### src/rtl/ccff_loader.sv
// ccff_loader: serializes valid/ready stream words MSB-first onto an OpenFPGA
// configuration chain, stops after bit_count shifts and counts ones on ccff_tail.
module ccff_loader #(
  parameter int WORD_W = 32,
  parameter int CNT_W  = 20
) (
  input  logic              clk,
  input  logic              rst_n,
  input  logic              start,
  input  logic [CNT_W-1:0]  bit_count,
  input  logic              abort,
  input  logic [WORD_W-1:0] s_data,
  input  logic              s_valid,
  output logic              s_ready,
  output logic              ccff_head,
  output logic              prog_en,
  input  logic              ccff_tail,
  output logic              busy,
  output logic              done,
  output logic [CNT_W-1:0]  tail_ones
);

  localparam int WCNT_W = $clog2(WORD_W + 1);

  typedef enum logic [1:0] {
    IDLE   = 2'd0,
    LOAD   = 2'd1,
    FINISH = 2'd2
  } state_t;

  state_t            state;
  state_t            state_nxt;
  logic [WORD_W-1:0] sreg;
  logic [WCNT_W-1:0] wcnt;
  logic [CNT_W-1:0]  total_left;
  logic              start_acc;
  logic              shift_en;
  logic              hs;

  function automatic logic [CNT_W-1:0] sat_inc(input logic [CNT_W-1:0] v);
    return (&v) ? v : v + CNT_W'(1);
  endfunction

  assign start_acc = (state == IDLE) && start && !abort;
  assign shift_en  = (state == LOAD) && (wcnt != '0) && (total_left != '0);
  assign hs        = s_valid && s_ready;

  always_ff @(posedge clk or negedge rst_n) begin
    if (!rst_n) state <= IDLE;
    else        state <= state_nxt;
  end

  always_comb begin
    state_nxt = state;
    if (abort) begin
      state_nxt = IDLE;
    end else begin
      case (state)
        IDLE:    if (start) state_nxt = (bit_count == '0) ? FINISH : LOAD;
        LOAD:    if (total_left == '0) state_nxt = FINISH;
        FINISH:  state_nxt = IDLE;
        default: state_nxt = IDLE;
      endcase
    end
  end

  // Ready only when the current word is on its last bit (or empty) and more
  // bits are still needed than the current word can supply.
  always_comb begin
    s_ready = (state == LOAD) && (wcnt <= WCNT_W'(1)) && (total_left > CNT_W'(wcnt));
    busy    = (state == LOAD);
    done    = (state == FINISH);
  end

  always_ff @(posedge clk or negedge rst_n) begin
    if (!rst_n) begin
      wcnt       <= '0;
      total_left <= '0;
      prog_en    <= 1'b0;
      ccff_head  <= 1'b0;
      tail_ones  <= '0;
    end else if (abort) begin
      wcnt    <= '0;
      prog_en <= 1'b0;
    end else begin
      if (start_acc) begin
        total_left <= bit_count;
        wcnt       <= '0;
        tail_ones  <= '0;
      end else if (prog_en && ccff_tail) begin
        tail_ones <= sat_inc(tail_ones);
      end
      prog_en <= shift_en;
      if (shift_en) begin
        ccff_head  <= sreg[WORD_W-1];
        total_left <= total_left - CNT_W'(1);
      end
      // A fresh word overrides the decrement; its last-bit shift still happens above.
      if (hs)            wcnt <= WCNT_W'(WORD_W);
      else if (shift_en) wcnt <= wcnt - WCNT_W'(1);
    end
  end

  always_ff @(posedge clk) begin
    if (!abort) begin
      if (hs)            sreg <= s_data;
      else if (shift_en) sreg <= {sreg[WORD_W-2:0], 1'b0};
    end
  end

endmodule

### config.mk
export PLATFORM = sky130hd
export DESIGN_NAME = ccff_loader
export DESIGN_NICKNAME = d
export VERILOG_FILES = /design/src/rtl/ccff_loader.sv
export SDC_FILE = /design/constraint.sdc
export NUM_CORES = 1
export LEC_CHECK = 0
export ABC_AREA = 0
export CORE_MARGIN = 2
export CORE_UTILIZATION = 57
export CTS_CLUSTER_DIAMETER = 150
export CTS_CLUSTER_SIZE = 10
export DETAILED_ROUTE_END_ITERATION = 7
export PLACE_DENSITY = 0.86
export SLEW_MARGIN = 20
export SYNTH_ARGS = -nofsm -noshare
export SYNTH_HDL_FRONTEND = slang
export SYNTH_SLANG_ARGS = --single-unit
### constraint.sdc
create_clock -name clk -period 5.79 [get_ports clk]
set_clock_uncertainty 0.15 [all_clocks]
set_input_delay 1.158 -clock clk [delete_from_list [all_inputs] [get_ports clk]]
set_output_delay 1.158 -clock clk [all_outputs]
set_load 0.005 [all_outputs]
==> impl_metrics.toml, run 1 <==
[die]
die-area_um2 = 8850
initial_utilization_pct = 59.2
io-pin-count = 83
die-height_um = 94.1
rows = 32
floorplan.die.width_um = 94.1
core-area_um2 = 7810

[final_layout]
finalInstanceArea_um2 = 5660
layout-drive-gt1-share_pct = 14.4
finish.utilization_pct = 72.5
final_cell_count_no_fill = 624
layout-area-overhead-vs-synth_pct = 22.4
diodes = 0
fin_nets = 587

[setup_path]
start_kind = "flip-flop"
critPathSlowestCell = "sky130_fd_sc_hd__a2111oi_1"
cp_data_arrival_time_ns = 2.68
crit_path_cell_trace = "ha_1 -> a2111oi_1 -> o31ai_1 -> a31oi_2 -> nor3_1 -> clkdlybuf4s50_1"
worstPathMaxFanout = 6
timing.setup.critical_path_class = "flip-flop to output pin"
worstPathBufferInverterCount = 1
critical_path.top_delay_family = "compound AO/OA/AOI/OAI gates"
required_ns = 4.48
critPathMaxStageDelay_ns = 0.52
cp-end-kind = "output pin"

[clock_network]
clock_network_latency_to_the_later_pin_of_the_worst_skew_pair_ns = 0.36
path_clk_slew_ns = 0.09
cts.sink_count = 82
cts_root_buf = "sky130_fd_sc_hd__clkbuf_8"
cts_htree_levels = 3
numCtsBuffers = 9
ctsLongestPathBuffers = 2
cts_resized = 0
hold_buffers = 0
tritoncts = "yes"
post-cts-setup-buffers = 0

[pwr]
power.switching_fraction_pct = 35.4
p_sw_uw = 605
pwr-share-comb_pct = 29.0
p_int_mw = 1.10
cellLeakagePower_nw = 2.10
clock_power_share_pct = 22.5
power_frac_seq_pct = 48.4
power_mw = 1.71
p_per_area_nw_per_um2 = 302
worst_ir_drop_on_vdd_mv = 0.210

[global_route]
global_route.overflow_total = 0
grt_antenna_before_repair = 0
largest_net_degree_at_the_start_of_global_routing = 51
grt_pass1_vias = 3766
grt_first_pass_wirelength_um = 17300
grtUsageTotal_pct = 24.5

[placed_design]
placedCellCount = 608
gp_congestion = 0.903
placement.io_buffers = 82
post-dp-hpwl_um = 7420
placed_cell_area_um2 = 5480

[detailed_routing]
route.vias.total = 3800
detail_route.wl_per_cell_um = 16.7
drt_pre_antenna_iters = 4
drt.antenna.violating_nets = 0
finalWirelength_um = 10400
drcViolationCount = 0
routed_via_density = 6.09
detail_route.iter0.violations = 243

[synth]
synth_register_bits = 82
mappedNetlistNets = 507
syn-instance-count = 437
dominantRegCellSynth = "sky130_fd_sc_hd__dfrtp_1"
synth.distinct_cells = 64
netlist_area_um2 = 4620
synth_enable_flop_cells = 32
synth-async-reset-ratio_pct = 61.0
synth-seq-area-share_pct = 47.8
syn_area_per_cell_um2 = 10.6
yosys_warnings = 0

[sta]
setup_viols_final = 0
totalNegativeSetupSlack_ns = 0
final_max_slew_viol_count = 0
worst_slew_pin_slew_ns = 0.943
grt_setup_unrepaired = "no"
finalCritPeriodShare_pct = 68.9
maxClockFrequency_mhz = 251
timing.final.hold_violations = 0
max_slew_margin_pct = 36.9
min_period_ns = 3.99

[outcome]
result_of_the_run = "finished, final reports clean"

[job]
cap_viol_max_count = 0

[min_path]
hold_path.class = "flip-flop to flip-flop"
==> stage by stage <==
step | setup slack [ns] | hold WS (ns)
after floorplan | 2.69 | 0.304
after global placement | 1.95 | 0.310
after detailed placement | 1.84 | 0.336
after CTS | 1.78 | 0.356
after global routing | 1.67 | 0.392
final | 1.80 | 0.347
==> cell usage after synthesis (all sizes together) (3+ instances only) <==
| master | count | area share [%] |
|---|---|---|
| edfxtp | 32 | 21 |
| xnor2 | 3 | 0.57 |
| nor3 | 20 | 2.2 |
| and3 | 4 | 0.54 |
| nand2 | 23 | 1.9 |
| a21oi | 30 | 3.2 |
| nor2 | 41 | 3.4 |
| inv | 16 | 1.3 |
| clkbuf | 5 | 0.41 |
| and2 | 3 | 0.41 |
| dfrtp | 50 | 27 |
| or4 | 6 | 1.1 |
| a21o | 3 | 0.49 |
| buf | 13 | 2.5 |
| nand4 | 10 | 1.4 |
| ha | 12 | 3.2 |
| nor4 | 16 | 2.7 |
| and4 | 6 | 1.2 |
| nand2b | 5 | 0.68 |
| xor2 | 11 | 2.1 |
| a211oi | 3 | 0.76 |
| o21ai | 30 | 3.6 |
| nand3 | 22 | 2.5 |
| a31oi | 7 | 1.4 |
| mux2 | 33 | 8.2 |
==> path summary, 6_finish.rpt <==
path                       cells after the start                 startpoint  slack, ns                        end
min reg2reg                                    1         sreg[31]$_DFFE_PP_       0.35      ccff_head$_DFFE_PN0P_
min in group asynchronous                      1                      rst_n       0.68  tail_ones[11]$_DFFE_PN0P_
min                                            1         sreg[31]$_DFFE_PP_       0.35      ccff_head$_DFFE_PN0P_
max                                            6  total_left[5]$_DFFE_PN0P_       1.80                    s_ready
max in group asynchronous                      1                      rst_n       4.39   tail_ones[5]$_DFFE_PN0P_
max reg2reg                                    9        wcnt[1]$_DFFE_PN0P_       2.44         sreg[27]$_DFFE_PP_
==> state kept, by name (all words and copies together) (netlist names) <==
signal      flops
prog_en         1
tail_ones      20
state           2
wcnt            6
total_left     20
ccff_head       1
sreg           32
==> cell usage in the layout (no fill, tap or decap), types with 3 or more instances in the layout <==
master | synthesis | layout
sky130_fd_sc_hd__nor4_2 | 4 | 6
sky130_fd_sc_hd__buf_4 | 3 | 6
sky130_fd_sc_hd__dfrtp_1 | 50 | 50
sky130_fd_sc_hd__nand2_1 | 23 | 23
sky130_fd_sc_hd__ha_1 | 12 | 12
sky130_fd_sc_hd__nor4_1 | 12 | 10
sky130_fd_sc_hd__inv_1 | 16 | 16
sky130_fd_sc_hd__mux2_2 | 31 | 31
sky130_fd_sc_hd__and2_1 | 3 | 3
sky130_fd_sc_hd__a31oi_1 | 5 | 5
sky130_fd_sc_hd__inv_6 | 0 | 3
sky130_fd_sc_hd__xnor2_1 | 3 | 3
sky130_fd_sc_hd__a21o_1 | 3 | 3
sky130_fd_sc_hd__nand4_1 | 10 | 10
sky130_fd_sc_hd__edfxtp_1 | 32 | 32
sky130_fd_sc_hd__nand2b_1 | 5 | 5
sky130_fd_sc_hd__nand3_1 | 21 | 21
sky130_fd_sc_hd__xor2_1 | 11 | 11
sky130_fd_sc_hd__or4_1 | 5 | 5
sky130_fd_sc_hd__and4_1 | 5 | 5
sky130_fd_sc_hd__a21oi_1 | 30 | 30
sky130_fd_sc_hd__and3_1 | 4 | 4
sky130_fd_sc_hd__clkdlybuf4s50_1 | 0 | 81
sky130_fd_sc_hd__nor2_1 | 39 | 39
sky130_fd_sc_hd__nor3_1 | 20 | 20
sky130_fd_sc_hd__o21ai_0 | 26 | 26
sky130_fd_sc_hd__clkbuf_8 | 0 | 9
==> metal layers <==
layer / share of wire (%) / vias up / global-route usage, % / routed length [um]
met5: 0 / - / 0 / 0
met4: 1.9 / 0 / 8.82 / 195
met3: 6.3 / 21 / 5.70 / 658
met2: 50 / 137 / 42.4 / 5250
met1: 41 / 1846 / 29.9 / 4330
li1: - / 1796 / - / -
==> power groups by stage <==
stage	Combinational (mW)	Clock [mW]	Sequential (mW)
4_1_cts	0.494	0.393	0.823
3_5_place_dp	0.490	0	0.833
5_1_grt	0.555	0.413	0.843
3_3_place_gp	0.465	0	0.828
2_1_floorplan	0.363	0	0.806
6_report	0.497	0.385	0.828
==> cell families after synthesis <==
group                    count (synthesis)  synth area share [%]
flip-flops                              82                  47.8
AND/OR/NAND/NOR                        165                  19.7
buffers and inverters                   34                  4.22
AO/OA/AOI/OAI                           95                  13.7
multiplexers                            35                  8.63
adder cells (fa/ha/maj)                 12                  3.25
XOR/XNOR                                14                  2.65
==> area by class of cell <==
type / count / area, um2
Sequential cell: 82 / 2210
Tap cell: 102 / 128
Inverter: 16 / 60.1
Timing Repair Buffer: 87 / 856
Clock buffer: 9 / 124
Fill cell: 558 / 2150
Clock inverter: 7 / 51.3
Multi-Input combinational cell: 321 / 2230
Power figures use the tool's default switching activity.
==> run 2, diff against run 1 <==
- CORE_UTILIZATION: 57 -> 53
- PLACE_DENSITY: 0.86 -> 0.8
- clock period: 5.79 -> 4.05 ns (I/O delays scaled with it)
==> run 2 against run 1 <==
  * Via count down 1.0%
  * Clock power rose by 61%
  * Cell count up 1.6%
  * Non-clock buffer count up 4
  * Worst hold slack lost 0.093 ns
  * First-iteration DRC count fell by 11%
  * Setup slack got worse by 1.4 ns
  * Critical path type unchanged
  * Critical endpoint unchanged
==> impl_metrics.toml, run 2 (synthesized netlist as in run 1, its figures left out) <==
[global_route]
grt_antenna_before_repair = 0
largest_net_degree_at_the_start_of_global_routing = 34
grtUsageTotal_pct = 23.1
grt_pass1_vias = 3689
global_route.overflow_total = 0
grt_first_pass_wirelength_um = 17900

[final_layout]
layout-area-overhead-vs-synth_pct = 23.7
layout-drive-gt1-share_pct = 14.8
largest_register_ffs = 32
diodes = 0
reg.largest.list = "sreg: 32 flops, tail_ones: 20 flops, total_left: 20 flops"
layout.filler_cells = 692
final_common_cell = "sky130_fd_sc_hd__clkdlybuf4s50_1"
finish.utilization_pct = 66.6
fin_nets = 591
registers.top_by_ff_count = "sreg"
top_library_cells_by_usage_in_the_layout_fill_and_taps_aside = "sky130_fd_sc_hd__clkdlybuf4s50_1 (81), sky130_fd_sc_hd__dfrtp_1 (50), sky130_fd_sc_hd__nor2_1 (39)"
final_cell_count_no_fill = 634

[detailed_routing]
routed_via_density = 5.93
met1Wirelength_um = 4590
met3RoutedLength_um = 610
drt_pre_antenna_iters = 4
route.met2.wl_um = 5100
finalWirelength_um = 10500
highest_layer = "met4"
route.vias.total = 3762
detail_route.wl_per_cell_um = 16.6
drt.antenna.violating_nets = 0
drcViolationCount = 0
detail_route.iter0.violations = 217

[die]
rows = 34
floorplan.die.width_um = 97.4
core-area_um2 = 8590
io-pin-count = 83
die-area_um2 = 9490
die-height_um = 97.4
initial_utilization_pct = 53.8

[setup_path]
worstPathMaxFanout = 3
worstPathBufferInverterCount = 2
cp-end-kind = "output pin"
critical_path.top_delay_family = "compound AO/OA/AOI/OAI gates"
critPathSlowestCell = "sky130_fd_sc_hd__a2111oi_1"
crit_path_cell_trace = "inv_1 -> ha_1 -> a2111oi_1 -> o31ai_1 -> a31oi_2 -> nor3_1 -> clkdlybuf4s50_1"
critPathMaxStageDelay_ns = 0.49
reg2reg_from = "wcnt[5]$_DFFE_PN0P_"
cp_data_arrival_time_ns = 2.66
start_kind = "flip-flop"
required_ns = 3.09
timing.setup.critical_path_class = "flip-flop to output pin"
worst_setup_path_startpoint = "wcnt[5]$_DFFE_PN0P_"

[pwr]
p_per_area_nw_per_um2 = 438
worst_ir_drop_on_vdd_mv = 0.216
cellLeakagePower_nw = 2.14
power_mw = 2.50

[sta]
finalCritPeriodShare_pct = 89.5
final.setup.worst_slack_ns = 0.427
max_slew_margin_pct = 26.9
worst_slew_pin_slew_ns = 1.09
timing.final.hold_violations = 0
setup_viols_final = 0
min_period_ns = 3.62
maxClockFrequency_mhz = 276
grt_setup_unrepaired = "no"
totalNegativeSetupSlack_ns = 0
final_max_slew_viol_count = 0

[placed_design]
placedCellCount = 618
pre_cts_ws_ns = 0.819
post-dp-hpwl_um = 7350
placement.io_buffers = 82
gp_congestion = 0.880

[outcome]
result_of_the_run = "finished, final reports clean"

[clock_network]
hold_buffers = 0
ctsLongestPathBuffers = 2
numCtsBuffers = 9
cts_root_buf = "sky130_fd_sc_hd__clkbuf_8"
cts_htree_levels = 3
clock_network_latency_to_the_later_pin_of_the_worst_skew_pair_ns = 0.35
post-cts-setup-buffers = 0
cts_resized = 0
path_clk_slew_ns = 0.10
cts.sink_count = 82
tritoncts = "yes"

[job]
cap_viol_max_count = 0

[min_path]
hold_path.class = "primary input to async pin"
==> run 2: changes by cell type in the layout (fill, tap and decap cells not counted), sizes merged <==
| cell | change |
|---|---|
| clkinv | -1 |
| clkinvlp | -1 |
| buf | +4 |
| bufinv | +1 |
| inv | +1 |
==> run 2: final cells by class <==
cell class | count | area [um2] | share of cell area (%)
multi-input cells | 321 | 2220 | 38.9
flip-flops and latches | 82 | 2210 | 38.7
repair buffers | 91 | 883 | 15.4
well taps | 108 | 135 | 2.36
clock buffers | 9 | 124 | 2.17
clock inverters | 7 | 81.3 | 1.42
inverters | 16 | 60.1 | 1.05
==> run 2: final timing paths <==
path | to | slack (ns) | cells after the start
hold reg to reg | ccff_head$_DFFE_PN0P_ | 0.33 | 1
min in group clk | ccff_head$_DFFE_PN0P_ | 0.33 | 1
setup reg to reg | sreg[24]$_DFFE_PP_ | 1.13 | 9
max in group asynchronous | total_left[4]$_DFFE_PN0P_ | 2.71 | 2
hold / removal | tail_ones[11]$_DFFE_PN0P_ | 0.25 | 1
setup / recovery | s_ready | 0.43 | 7
==> run 2: layer usage <==
metal  vias up  global-route usage [%]
li1       1804                       -
met1      1816                    31.7
met2       123                    36.7
met3        19                    4.39
met4         0                    9.08
met5         -                       0
==> run 2: metrics by stage <==
step | hold WS, ns | instance area [um2]
after floorplan | 0.304 | 4620
after global placement | 0.312 | 5510
after detailed placement | 0.320 | 5510
after CTS | 0.269 | 5720
after global routing | 0.281 | 5720
final | 0.254 | 5720
==> run 2: power breakdown <==
group	leakage (nW)	switching [mW]	internal [mW]	total, mW
sequential	0.937	0.154	1.03	1.18
combinational	1.10	0.376	0.328	0.704
clock	0.103	0.325	0.296	0.621
total	2.14	0.855	1.65	2.50
==> run 3, diff against run 2 <==
- CORE_MARGIN: 2 -> not set
- CORE_UTILIZATION: 53 -> 50
- CTS_BUF_LIST: not set -> sky130_fd_sc_hd__clkbuf_4
- PLACE_DENSITY: 0.8 -> 0.77
==> run 3 against run 2 <==
  * Wire length decreased by 2.2%
  * Setup slack got worse by 0.047 ns
  * Cell count decreased by 0.32%
  * Die area increased by 1.6%
  * Largest cell class unchanged
==> impl_metrics.toml, run 3 (synthesized netlist as in run 1, its figures left out) <==
[outcome]
result_of_the_run = "finished, final reports clean"

[final_layout]
diodes = 0
largest_register_ffs = 32
finish.utilization_pct = 63.8
top_library_cells_by_usage_in_the_layout_fill_and_taps_aside = "sky130_fd_sc_hd__clkdlybuf4s50_1 (81), sky130_fd_sc_hd__dfrtp_1 (50), sky130_fd_sc_hd__nor2_1 (39)"
fin_nets = 589
final_common_cell = "sky130_fd_sc_hd__clkdlybuf4s50_1"
layout.filler_cells = 735
layout-area-overhead-vs-synth_pct = 22.1
final_cell_count_no_fill = 632
registers.top_by_ff_count = "sreg"
finalInstanceArea_um2 = 5650
reg.largest.list = "sreg: 32 flops, tail_ones: 20 flops, total_left: 20 flops"
layout-drive-gt1-share_pct = 14.5

[setup_path]
ff2ff_path_depth = 10
cp_data_arrival_time_ns = 2.71
required_ns = 3.09
start_kind = "flip-flop"
worstPathMaxFanout = 6
timing.setup.critical_path_class = "flip-flop to output pin"
cp-end-kind = "output pin"

[global_route]
grt_first_pass_wirelength_um = 17600
largest_net_degree_at_the_start_of_global_routing = 51
grt_pass1_vias = 3668
global_route.overflow_total = 0
grt_antenna_before_repair = 0
grtUsageTotal_pct = 22.6

[pwr]
clock_power_share_pct = 20.8
pwr-share-comb_pct = 29.7
p_sw_uw = 878
power_frac_seq_pct = 49.6
p_int_mw = 1.50
power.switching_fraction_pct = 36.9
worst_ir_drop_on_vdd_mv = 0.208
cellLeakagePower_nw = 2.11
power_mw = 2.38
p_per_area_nw_per_um2 = 422

[min_path]
hold_path.class = "primary input to async pin"

[sta]
min_period_ns = 3.67
grt_setup_unrepaired = "no"
setup_viols_final = 0
hold_ws_ns = 0.218
final.setup.worst_slack_ns = 0.379
totalNegativeSetupSlack_ns = 0
timing.final.hold_violations = 0
maxClockFrequency_mhz = 272
finalCritPeriodShare_pct = 90.6
max_slew_margin_pct = 30.3
worst_slew_pin_slew_ns = 1.04
final_max_slew_viol_count = 0

[clock_network]
cts.sink_count = 82
cts_resized = 0
ctsLongestPathBuffers = 2
clock_network_latency_to_the_later_pin_of_the_worst_skew_pair_ns = 0.44
hold_buffers = 0
tritoncts = "yes"
path_clk_slew_ns = 0.17
cts_htree_levels = 3
post-cts-setup-buffers = 0
numCtsBuffers = 9
cts_root_buf = "sky130_fd_sc_hd__clkbuf_4"

[die]
floorplan.die.width_um = 98.2
die-area_um2 = 9640
io-pin-count = 83
die-height_um = 98.2
initial_utilization_pct = 52.3
rows = 34
core-area_um2 = 8850

[placed_design]
placed_cell_area_um2 = 5500
pre_cts_ws_ns = 0.857
post-dp-hpwl_um = 7170
placedCellCount = 616
placement.io_buffers = 82
gp_congestion = 0.855

[detailed_routing]
detail_route.iter0.violations = 221
finalWirelength_um = 10300
detail_route.wl_per_cell_um = 16.2
drt.antenna.violating_nets = 0
routed_via_density = 6.02
drt_pre_antenna_iters = 8
route.vias.total = 3805
drcViolationCount = 0

[job]
cap_viol_max_count = 0
-- run 3: cell types whose count changed in the layout (fill, tap and decap cells not counted), sizes merged --
cell	delta
clkinvlp	-1
buf	-2
bufinv	-1
inv	+2
-- run 3: area by class of cell --
cell class	count	area, um2	area share, %
multi-input cells	321	2220	39.4
flip-flops and latches	82	2210	39.2
repair buffers	89	871	15.4
well taps	108	135	2.39
clock inverters	7	76.3	1.35
clock buffers	9	67.6	1.20
inverters	16	60.1	1.06
-- run 3: power groups by stage --
stage / clock network [mW] / logic (mW) / registers [mW]
2_1_floorplan: 0 / 0.519 / 1.15
3_3_place_gp: 0 / 0.676 / 1.18
3_5_place_dp: 0 / 0.703 / 1.19
4_1_cts: 0.507 / 0.708 / 1.17
5_1_grt: 0.547 / 0.792 / 1.20
6_report: 0.494 / 0.707 / 1.18
-- run 3: worst max-delay path, cell delays in order, from the launching register on --
cell and delay [ns]:
sky130_fd_sc_hd__dfrtp_1 0.46, sky130_fd_sc_hd__ha_1 0.31, sky130_fd_sc_hd__a2111oi_1 0.52, sky130_fd_sc_hd__o31ai_1 0.16
sky130_fd_sc_hd__a31oi_2 0.29, sky130_fd_sc_hd__nor3_1 0.07, sky130_fd_sc_hd__clkdlybuf4s50_1 0.47
-- run 3: path summary, 6_finish.rpt --
check | startpoint | to | slack (ns)
worst max-delay path | total_left[5]$_DFFE_PN0P_ | s_ready | 0.38
worst min-delay path | rst_n | tail_ones[9]$_DFFE_PN0P_ | 0.22
worst max register to register | wcnt[1]$_DFFE_PN0P_ | sreg[22]$_DFFE_PP_ | 0.99
worst min register to register | sreg[31]$_DFFE_PP_ | ccff_head$_DFFE_PN0P_ | 0.35
max in group asynchronous | rst_n | total_left[4]$_DFFE_PN0P_ | 3.08
min in group clk | sreg[31]$_DFFE_PP_ | ccff_head$_DFFE_PN0P_ | 0.35
-- run 3: metal layers --
layer / global-route usage [%] / part of all wire (%)
met5: 0 / 0
met1: 30.7 / 44
met2: 35.9 / 48
met4: 8.27 / 1.5
met3: 4.87 / 6.2
